[config.mk]
export PLATFORM = sky130hd
export DESIGN_NAME = ring_link_arbiter
export DESIGN_NICKNAME = d
export VERILOG_FILES = /design/src/rtl/ring_pkg.sv /design/src/rtl/ring_starve_counter.sv /design/src/rtl/ring_link_arbiter.sv
export SDC_FILE = /design/constraint.sdc
export NUM_CORES = 1
export LEC_CHECK = 0
export BUFFER_PORTS_ARGS = -buffer_cell sky130_fd_sc_hd__buf_2
export CAP_MARGIN = 20
export CORE_MARGIN = 2
export CORE_UTILIZATION = 44
export CTS_CLUSTER_DIAMETER = 80
export DETAILED_ROUTE_END_ITERATION = 8
export PLACE_DENSITY = 0.85
export SYNTH_ARGS = -nofsm -noshare
export SYNTH_HDL_FRONTEND = slang
export SYNTH_HIERARCHICAL = 1
export SYNTH_SLANG_ARGS = --single-unit
[constraint.sdc]
create_clock -name clk -period 2.6 [get_ports clk]
set_input_delay 0.52 -clock clk [delete_from_list [all_inputs] [get_ports clk]]
set_output_delay 0.52 -clock clk [all_outputs]
set_load 0.01 [all_outputs]
[src/rtl/ring_pkg.sv]
// Shared ring-node definitions: source tags, default instruction width and
// the link arbiter state encoding.
package ring_pkg;

    localparam int RING_DATA_W = 32;

    localparam logic [1:0] SRC_LEFT  = 2'b00;
    localparam logic [1:0] SRC_LOCAL = 2'b01;
    localparam logic [1:0] SRC_RIGHT = 2'b10;

    typedef enum logic {
        ARB_IDLE = 1'b0,
        ARB_HOLD = 1'b1
    } arb_state_t;

endpackage

[src/rtl/ring_starve_counter.sv]
// Saturating wait counter for the local requester. Counts cycles spent valid
// but ungranted; raises at_limit once the count reaches LIMIT.
module ring_starve_counter #(
    parameter int LIMIT = 4
) (
    input  logic clk,
    input  logic reset,
    input  logic inc,
    input  logic clr,
    output logic at_limit
);

    localparam logic [3:0] LIM     = 4'(LIMIT);
    localparam logic [3:0] CNT_MAX = 4'd15;

    logic [3:0] cnt;

    // Clear dominates; otherwise count up and hold at the 4-bit ceiling.
    always_ff @(posedge clk) begin
        if (reset || clr)
            cnt <= '0;
        else if (inc && (cnt != CNT_MAX))
            cnt <= cnt + 4'd1;
    end

    assign at_limit = (cnt >= LIM);

endmodule

[src/rtl/ring_link_arbiter.sv]
// Outgoing ring link arbiter: left transit (0), local (1), right transit (2).
// Transits round-robin, local is forced through after STARVE_LIMIT waits.
// Optional grant statistics are built when LINK_ARB_STATS_EN is defined.
module ring_link_arbiter
    import ring_pkg::*;
#(
    parameter int DATA_W       = RING_DATA_W,
    parameter int STARVE_LIMIT = 4,
    parameter int CNT_W        = 16
) (
    input  logic                  clk,
    input  logic                  reset,
    input  logic [2:0]            req_valid,
    input  logic [3*DATA_W-1:0]   req_data,
    output logic [2:0]            req_ready,
    output logic                  out_valid,
    output logic [DATA_W-1:0]     out_data,
    output logic [1:0]            out_src,
    input  logic                  out_ready,
    output logic [3*CNT_W-1:0]    stat_grants
);

    arb_state_t        state_q, state_d;
    logic              rr_ptr;
    logic              starved;
    logic              slot_free;
    logic              any_grant;
    logic [2:0]        grant;
    logic [DATA_W-1:0] sel_data;
    logic [1:0]        sel_src;
    logic [DATA_W-1:0] data_p1;
    logic [1:0]        src_p1;

    assign slot_free = (state_q == ARB_IDLE) || out_ready;
    assign any_grant = |grant;
    assign req_ready = grant;

    ring_starve_counter #(
        .LIMIT (STARVE_LIMIT)
    ) u_starve (
        .clk      (clk),
        .reset    (reset),
        .inc      (req_valid[1] && !grant[1]),
        .clr      (!req_valid[1] || grant[1]),
        .at_limit (starved)
    );

    // Grant selection: starved local, then round-robin transit, then local.
    always_comb begin
        grant = 3'b000;
        if (!reset && slot_free) begin
            if (req_valid[1] && starved)
                grant = 3'b010;
            else if (req_valid[0] || req_valid[2]) begin
                if (!rr_ptr)
                    grant = req_valid[0] ? 3'b001 : 3'b100;
                else
                    grant = req_valid[2] ? 3'b100 : 3'b001;
            end else if (req_valid[1])
                grant = 3'b010;
        end
    end

    // Mux the winner's word and tag toward the link register.
    always_comb begin
        sel_data = req_data[0 +: DATA_W];
        sel_src  = SRC_LEFT;
        if (grant[1]) begin
            sel_data = req_data[DATA_W +: DATA_W];
            sel_src  = SRC_LOCAL;
        end else if (grant[2]) begin
            sel_data = req_data[2*DATA_W +: DATA_W];
            sel_src  = SRC_RIGHT;
        end
    end

    // ---- stage p1: link register, loads whenever a grant fires ----
    always_ff @(posedge clk) begin
        if (reset) begin
            data_p1 <= '0;
            src_p1  <= SRC_LEFT;
        end else if (any_grant) begin
            data_p1 <= sel_data;
            src_p1  <= sel_src;
        end
    end

    // Round-robin pointer points away from the transit just served.
    always_ff @(posedge clk) begin
        if (reset)
            rr_ptr <= 1'b0;
        else if (grant[0])
            rr_ptr <= 1'b1;
        else if (grant[2])
            rr_ptr <= 1'b0;
    end

    // Link state register.
    always_ff @(posedge clk) begin
        if (reset)
            state_q <= ARB_IDLE;
        else
            state_q <= state_d;
    end

    // Next state: a grant always lands in HOLD; a stalled HOLD stays put.
    always_comb begin
        state_d = state_q;
        case (state_q)
            ARB_IDLE: if (any_grant) state_d = ARB_HOLD;
            ARB_HOLD: if (out_ready) state_d = any_grant ? ARB_HOLD : ARB_IDLE;
            default:  state_d = ARB_IDLE;
        endcase
    end

    assign out_valid = (state_q == ARB_HOLD);
    assign out_data  = data_p1;
    assign out_src   = src_p1;

`ifdef LINK_ARB_STATS_EN
    logic [CNT_W-1:0] stat_q [3];

    // Per-requester saturating transfer counters.
    always_ff @(posedge clk) begin
        for (int i = 0; i < 3; i++) begin
            if (reset)
                stat_q[i] <= '0;
            else if (grant[i] && (stat_q[i] != {CNT_W{1'b1}}))
                stat_q[i] <= stat_q[i] + 1'b1;
        end
    end

    assign stat_grants = {stat_q[2], stat_q[1], stat_q[0]};
`else
    assign stat_grants = '0;
`endif

endmodule
==> results of run 1 <==
[final cells by class]
cell class / count / area [sq um]
multi-input combinational: 314 / 1860
clock buffer: 5 / 68.8
clock inverter: 3 / 42.5
inverter: 3 / 11.3
timing repair buffer: 154 / 808
sequential: 40 / 801
fill: 657 / 3070
tap: 80 / 100
[metrics by stage]
stage                     utilization  worst slack [ns]  total power [mW]
final                           0.546             0.171              1.71
after global routing            0.546            0.0246              1.81
after CTS                       0.544             0.129              1.72
after detailed placement        0.528             0.359              1.21
after global placement          0.528             0.399              1.20
after floorplan                     -             0.588              1.09
[state kept, by name, indices dropped and copies added, names as in the netlist]
register,count
out_data,32
out_src,2
out_valid,1
rr_ptr,1
u_starve/cnt,4
[cell families after synthesis]
kind of cell	Yosys count	share of synthesized area
buf+inv	90	0.194
compound gates	128	0.299
mux	2	0.00656
other cells	1	0.00123
fa+ha+maj	1	0.00410
simple gates	135	0.232
flops	40	0.263
[worst max-delay path, stage by stage (launching register included)]
cell and delay (ns):
dfxtp_1 0.34, or2_2 0.35, o2bb2ai_4 0.19, nor3_1 0.19
buf_4 0.20, o21ai_0 0.15, inv_1 0.08, buf_2 0.12
[cell usage after synthesis (all sizes together)]
master,instances,area [sq um]
o21ai,44,220
nor3,4,36.3
nand4b,1,8.76
a311oi,21,240
inv,3,11.3
a21oi,16,80.1
and4,1,8.76
nor2b,1,6.26
mux2i,2,20.0
o2bb2ai,1,15.0
and3,23,144
conb,1,3.75
nand4,1,6.26
dfxtp,40,801
o41ai,1,8.76
and2,1,6.26
a211oi,21,168
or2,2,12.5
or3,12,75.1
buf,72,522
nand2b,25,164
nand2,27,101
a31o,1,8.76
nor2,37,139
o211ai,23,173
clkbuf,15,58.8
ha,1,12.5
[metal layers]
| metal | wire length (um) | up-vias | track usage |
|---|---|---|---|
| li1 | - | 1567 | - |
| met1 | 3450 | 1493 | 0.264 |
| met2 | 4200 | 124 | 0.358 |
| met3 | 505 | 12 | 0.0303 |
| met4 | 102 | 0 | 0.0434 |
| met5 | 0 | - | 0 |
[report_power, final]
part / internal, mW / total, mW / switching (mW)
logic: 0.214 / 0.508 / 0.293
clock network: 0.284 / 0.512 / 0.227
registers: 0.663 / 0.692 / 0.0287
[how the worst max path moves through the flow]
stage / startpoint / end / slack [ns] / cells past startpoint
after CTS: u_starve/cnt[3]$_SDFFE_PP0P_ / req_ready[2] / 0.13 / 7
after global routing: u_starve/cnt[3]$_SDFFE_PP0P_ / req_ready[2] / 0.02 / 7
final: u_starve/cnt[3]$_SDFFE_PP0P_ / req_ready[2] / 0.17 / 7
after detailed placement: req_valid[2] / req_ready[2] / 0.36 / 7
after floorplan: u_starve/cnt[3]$_SDFFE_PP0P_ / req_ready[2] / 0.59 / 6
after global placement: req_valid[2] / req_ready[0] / 0.40 / 6
[repair_timing]
item | 4_1_cts | 5_1_grt
resized for setup | 0 | 1
endpoints found under the setup margin | 0 | 1
setup buffers | 0 | 0
==> flow_summary.ini, run 1 <==
[timing]
fin_skew_ns = 0.00308
tightest_slew_ns = 0.584
min_period_ns = 2.43
hold_violations = 0
max_freq_mhz = 412
rsz0062_at_grt = false
slew_headroom = 0.611
drv_slew = 0
setup_violations = 0
hold_ws_ns = 0.476
fin_crit_sh = 0.934
fin_setup_tns_ns = 0

[logic_synthesis]
syn-cell-area_sq_mm = 0.00305
ys_warn_count = 6
synth-seq-cells = 40
syn_avg_cell_area_sq_um = 7.68
syn_inst = 397
ys_seq_area_frac = 0.263
synthDistinctLibCells = 38

[floorplan]
die_w_um = 87.3
initial_core_util = 0.451
ioPinCount = 188
rows = 30
fp.coreArea_sq_mm = 0.00676
die_area_sq_mm = 0.00762
dieHeight_um = 87.3

[critical_path]
arrival_ns = 1.91
r2r-end = u_starve/cnt[3]$_SDFFE_PP0P_
crit_required_ns = 2.08
rr_startpoint = u_starve/cnt[3]$_SDFFE_PP0P_
crit_path_end_kind = primary output
cp-start-kind = flip-flop
path_class = reg -> out
rrSetupSlack_ns = 0.50
worstRegToRegCells = 8
path_max_fanout = 14

[final_layout]
mostFrequentLayoutCells = buf_2, conb_1, dfxtp_1
nets = 621
syn2layout_area_growth_pct = 21.0
final_common_cell = buf_2
instances_no_fill = 599
layout-drive-gt1-share = 0.349
fin_area_sq_mm = 0.00369
diodes = 0

[place]
numPortBuffers = 139
dp_hpwl_um = 6100
place.gp.congestion = 0.897
place_area_sq_mm = 0.00357
dp.cells = 591

[grt]
grt_max_degree = 43
first_global_vias = 2719
grtUsageTotal = 0.204
globalRouteOverflowTotal = 0
antenna_found_initial = 0
grt_pass1_wl_um = 12600

[clock_network]
hold_buffers = 0
cts_tree = yes
cts_inserted_buffers = 5
clockBufferDepth = 2
clk_pin_slew_ns = 0.08
root_buffer = clkbuf_8
insertion_delay_ns = 0.29
cts.sinks = 40
htreeDepth = 2

[drt]
dr_total_vias = 3196
drtPass1Iterations = 4
wl_per_cell_um = 13.8
drc_errors = 0
wl_um = 8250
ant_nets = 0
drt-vias-per-instance = 5.34
drtIter0Drc = 320

[worst_hold_path]
hold_class = reg -> reg
whs_path_depth = 2
hold_end = out_src[1]$_SDFFE_PP0P_
min_from = out_src[1]$_SDFFE_PP0P_

[power]
powerDensity_mw_per_mm2 = 464
ir_drop_v = 0.000212
p_leak_nw = 1.71

[run_status]
outcome = finished, final reports clean

[run]
maxCapViolCount = 0
No activity file was read; power rests on OpenSTA's default activity.
==> inputs of run 2 (changes only) <==
--- a/config.mk
+++ b/config.mk
@@ -12,6 +12,7 @@
 export CTS_CLUSTER_DIAMETER = 80
 export DETAILED_ROUTE_END_ITERATION = 8
 export PLACE_DENSITY = 0.85
+export REMOVE_ABC_BUFFERS = 1
 export SYNTH_ARGS = -nofsm -noshare
 export SYNTH_HDL_FRONTEND = slang
 export SYNTH_HIERARCHICAL = 1
==> constraint.sdc (replaced) <==
create_clock -name clk -period 2.3 [get_ports clk]
set_input_delay 0.46 -clock clk [delete_from_list [all_inputs] [get_ports clk]]
set_output_delay 0.46 -clock clk [all_outputs]
set_load 0.01 [all_outputs]
==> run 2 against run 1 <==
Clock skew grew 0.0055 ns; wire length grew 1.2%; worst hold slack lost 0.044 ns; critical path type unchanged; sequential power grew 13%; die area is the same; setup slack lost 0.081 ns; total power grew 8.1%; highest routed layer unchanged.
==> flow_summary.ini, run 2 (same netlist as run 1, synthesis figures left out) <==
[run_status]
outcome = finished, final reports clean

[place]
numPortBuffers = 139
dp_hpwl_um = 6050
place.gp.congestion = 0.789
place_ws_ns = 0.201

[timing]
setup_violations = 0
fin_skew_ns = 0.00857
min_period_ns = 2.21
max_freq_mhz = 453
rsz0062_at_grt = false
fin_crit_sh = 0.961
setup_slack_ns = 0.0901
hold_violations = 0
drv_slew = 0
fin_setup_tns_ns = 0

[critical_path]
path_max_fanout = 22
cp_top_family = simple AND/OR/NAND/NOR gates
path_class = reg -> out
crit_required_ns = 1.84
path_cells = or2_2 > o2bb2ai_2 > and4_1 > buf_4 > buf_2
slowest_stage = dfxtp_1
r2r-end = u_starve/cnt[3]$_SDFFE_PP0P_
slowest_delay_ns = 0.34
crit_buf_inv = 2
cp-start-kind = flip-flop
rrSetupSlack_ns = 0.35
rr_startpoint = u_starve/cnt[3]$_SDFFE_PP0P_
crit_path_end_kind = primary output
worstRegToRegCells = 8
arrival_ns = 1.75

[floorplan]
dieHeight_um = 87.3
fp.coreArea_sq_mm = 0.00676
die_w_um = 87.3
rows = 30
initial_core_util = 0.451
ioPinCount = 188
die_area_sq_mm = 0.00762

[drt]
wl_met2_um = 4220
drtPass1Iterations = 4
met3WireLength_um = 618
ant_nets = 0
drt-met1-wl_um = 3470
dr_total_vias = 3209
drt-vias-per-instance = 5.34
top_layer = met4
wl_um = 8350
drc_errors = 0
wl_per_cell_um = 13.9
drtIter0Drc = 109

[clock_network]
clk_pin_slew_ns = 0.08
clockBufferDepth = 2
root_buffer = clkbuf_8
htreeDepth = 2
hold_buffers = 0
cts.sinks = 40
cts_inserted_buffers = 5
cts_tree = yes
insertion_delay_ns = 0.29

[power]
switchingPower_uw = 610
p_sw_frac = 0.330
seq_power_share = 0.421
total_power_mw = 1.85
powerDensity_mw_per_mm2 = 502
pwr-share-clk = 0.264
p_comb_frac = 0.314
internal_power_mw = 1.24
ir_drop_v = 0.000221
p_leak_nw = 1.71

[final_layout]
layout-drive-gt1-share = 0.349
syn2layout_area_growth_pct = 20.7
largest_reg_flops = 32
multi_input_area_sq_mm = 0.00186
nets = 623
seq_area_sq_um = 801
diodes = 0
fill_cells = 628
mostFrequentLayoutCells = buf_2, conb_1, dfxtp_1
final_common_cell = buf_2

[grt]
grt_max_degree = 47
grtUsageTotal = 0.207
globalRouteOverflowTotal = 0
antenna_found_initial = 0
grt_pass1_wl_um = 12900
first_global_vias = 2902

[worst_hold_path]
min_from = req_data[46]
whs_path_depth = 3
hold_class = in -> reg
hold_end = out_data[14]$_SDFFE_PP0P_

[run]
maxCapViolCount = 0
==> run 2: cell types whose count changed in the layout (fill, tap and decap cells not counted) <==
cell / previous run / this run
clkinv_2: 1 / 0
bufinv_16: 1 / 0
nor3_4: 1 / 2
clkinvlp_4: 1 / 0
o2bb2ai_2: 0 / 1
o2bb2ai_4: 1 / 0
buf_4: 15 / 17
clkbuf_8: 5 / 6
nor3_1: 2 / 1
clkbuf_1: 0 / 2
==> run 2: power groups by stage <==
stage	clock (mW)	combinational [mW]	sequential, mW
4_1_cts	0.504	0.579	0.780
2_1_floorplan	0	0.297	0.820
6_report	0.489	0.581	0.780
5_1_grt	0.531	0.645	0.786
3_5_place_dp	0	0.577	0.795
3_3_place_gp	0	0.563	0.794
==> run 2: worst min-delay path: stages <==
cell	delay [ns]
buf_2	0.10
nand2_1	0.04
a311oi_1	0.08
==> run 2: cell type report <==
type	instances	area share
timing repair buffer	156	0.224
inverter	3	0.00306
tap	80	0.0272
sequential	40	0.217
clock buffer	8	0.0245
multi-input combinational	314	0.504
==> run 2: layer usage <==
metal,vias to the layer above,track usage
li1,1574,-
met1,1490,0.244
met2,142,0.371
met3,3,0.0474
met4,0,0.0629
met5,-,0
==> run 2: worst max-delay path by stage <==
stage	start	end	slack, ns	depth (start not counted)
2_1_floorplan	out_ready	req_ready[0]	-0.74	3
3_3_place_gp	u_starve/cnt[3]$_SDFFE_PP0P_	req_ready[2]	0.29	6
3_5_place_dp	u_starve/cnt[3]$_SDFFE_PP0P_	req_ready[2]	0.20	6
4_1_cts	u_starve/cnt[3]$_SDFFE_PP0P_	req_ready[2]	0.04	6
5_1_grt	u_starve/cnt[3]$_SDFFE_PP0P_	req_ready[2]	0.02	6
6_report	u_starve/cnt[3]$_SDFFE_PP0P_	req_ready[1]	0.09	5
==> run 2: timing repair <==
| item | in CTS | in global routing |
|---|---|---|
| cloned | 0 | 0 |
| endpoints found under the setup margin | 2 | 1 |
| pin swaps | 0 | 0 |
| gates resized for setup | 1 | 1 |
| buffers inserted | 0 | 0 |
==> run 2: stage by stage <==
step / utilization / cell area, sq um / hold slack [ns] / cells
finish: 0.545 / 3680 / 0.432 / 601
global route: 0.545 / 3680 / 0.431 / 601
CTS: 0.544 / 3680 / 0.422 / 601
detailed placement: 0.530 / 3580 / 0.467 / 593
global placement: 0.530 / 3580 / 0.462 / 593
floorplan: - / 2650 / 0.455 / 357
==> inputs of run 3 (changes only) <==
==> constraint.sdc (replaced) <==
create_clock -name clk -period 2.3 [get_ports clk]
set_input_delay 0.69 -clock clk [delete_from_list [all_inputs] [get_ports clk]]
set_output_delay 0.69 -clock clk [all_outputs]
set_load 0.01 [all_outputs]
==> run 3 against run 2 <==
Setup slack got worse by 0.085 ns; wire length rose by 2.8%; sequential power barely moved; clock skew fell by 0.0025 ns; cell area rose by 3.1%; critical path depth did not move; non-clock buffer count rose by 9; clock power barely moved; worst hold slack improved by 0.039 ns; clock-buffer cell count did not move; largest cell class unchanged; die area did not move.
==> flow_summary.ini, run 3 (same netlist as run 1, synthesis figures left out) <==
[timing]
hold_violations = 0
setup_violations = 0
drv_slew = 0
max_freq_mhz = 436
fin_crit_sh = 0.998
min_period_ns = 2.30
rsz0062_at_grt = true
fin_skew_ns = 0.00607

[final_layout]
syn2layout_area_growth_pct = 24.4
diodes = 0
nets = 632
layout-drive-gt1-share = 0.368
instances_no_fill = 610
mostFrequentLayoutCells = buf_2, conb_1, dfxtp_1
final_common_cell = buf_2
largest_reg_flops = 32
fin_area_sq_mm = 0.00379

[drt]
drt-vias-per-instance = 5.39
drtIter0Drc = 166
wl_per_cell_um = 14.1
drc_errors = 0
dr_total_vias = 3288
wl_um = 8590
ant_nets = 0
drtPass1Iterations = 4

[power]
powerDensity_mw_per_mm2 = 492
p_leak_nw = 1.76
total_power_mw = 1.87
ir_drop_v = 0.000340

[clock_network]
htreeDepth = 2
clockBufferDepth = 2
cts_inserted_buffers = 5
cts_tree = yes
insertion_delay_ns = 0.29
cts.sinks = 40
clk_pin_slew_ns = 0.07
hold_buffers = 0
root_buffer = clkbuf_8

[place]
place_area_sq_mm = 0.00363
dp_hpwl_um = 6250
place.gp.congestion = 0.841
dp.cells = 598
numPortBuffers = 139

[critical_path]
path_cells = or2_4 > o2bb2ai_4 > nor3_4 > and3_4 > buf_6
crit_required_ns = 1.61
path_class = reg -> out
arrival_ns = 1.61
rrSetupSlack_ns = 0.33
slowest_delay_ns = 0.34
path_max_fanout = 4
cp-start-kind = flip-flop
slowest_stage = dfxtp_2
crit_path_end_kind = primary output

[grt]
grtUsageTotal = 0.212
grt_pass1_wl_um = 13100
antenna_found_initial = 0
first_global_vias = 2933
grt_max_degree = 43
globalRouteOverflowTotal = 0

[floorplan]
fp.coreArea_sq_mm = 0.00676
die_w_um = 87.3
initial_core_util = 0.451
dieHeight_um = 87.3
rows = 30
ioPinCount = 188
die_area_sq_mm = 0.00762

[worst_hold_path]
hold_class = reg -> reg

[run_status]
outcome = finished, final reports clean

[run]
maxCapViolCount = 0
==> run 3: routing by layer <==
metal  share of wire  GRT usage
met1            0.40      0.253
met2            0.49      0.382
met3           0.088     0.0427
met4           0.015     0.0629
met5               0          0
==> run 3: layout make-up <==
cell class / count / area [sq um]
inverters: 3 / 11.3
well taps: 80 / 100
flip-flops and latches: 40 / 803
repair buffers: 165 / 910
fillers: 669 / 2960
clock buffers: 8 / 90.1
multi-input cells: 314 / 1880
==> run 3: final timing paths <==
path / start / to / depth (start not counted)
max reg2reg: u_starve/cnt[3]$_SDFFE_PP0P_ / u_starve/cnt[3]$_SDFFE_PP0P_ / 8
min: u_starve/cnt[3]$_SDFFE_PP0P_ / u_starve/cnt[3]$_SDFFE_PP0P_ / 1
max: u_starve/cnt[3]$_SDFFE_PP0P_ / req_ready[0] / 5
min reg2reg: u_starve/cnt[3]$_SDFFE_PP0P_ / u_starve/cnt[3]$_SDFFE_PP0P_ / 1
==> run 3: through the flow <==
step                setup TNS, ns  hold slack (ns)  setup slack (ns)   util
finish                          0            0.470           0.00498  0.562
detailed placement         -0.252            0.475            -0.175  0.537
global route              -0.0870            0.488           -0.0567  0.562
floorplan                  -25.70            0.455             -1.20      -
CTS                             0            0.489           0.00378  0.554
global placement           -0.103            0.469           -0.0889  0.537
==> run 3: what timing repair did <==
item | in CTS | in global routing
endpoints found under the setup margin | 2 | 3
pin swaps | 1 | 2
buffers inserted | 1 | 3
gates resized for setup | 4 | 6
cloned | 0 | 0
==> run 3: where the power goes <==
part	total, mW	internal [mW]	switching, mW
sequential	0.780	0.750	0.0299
clock	0.487	0.245	0.243
combinational	0.601	0.259	0.341
total	1.87	1.25	0.614
==> run 3: worst max-delay path, delay by kind of cell, from the launching register on <==
family | cells | cell delay (ns)
simple gates | 3 | 0.73
flops | 1 | 0.34
compound gates | 1 | 0.15
buf+inv | 1 | 0.10
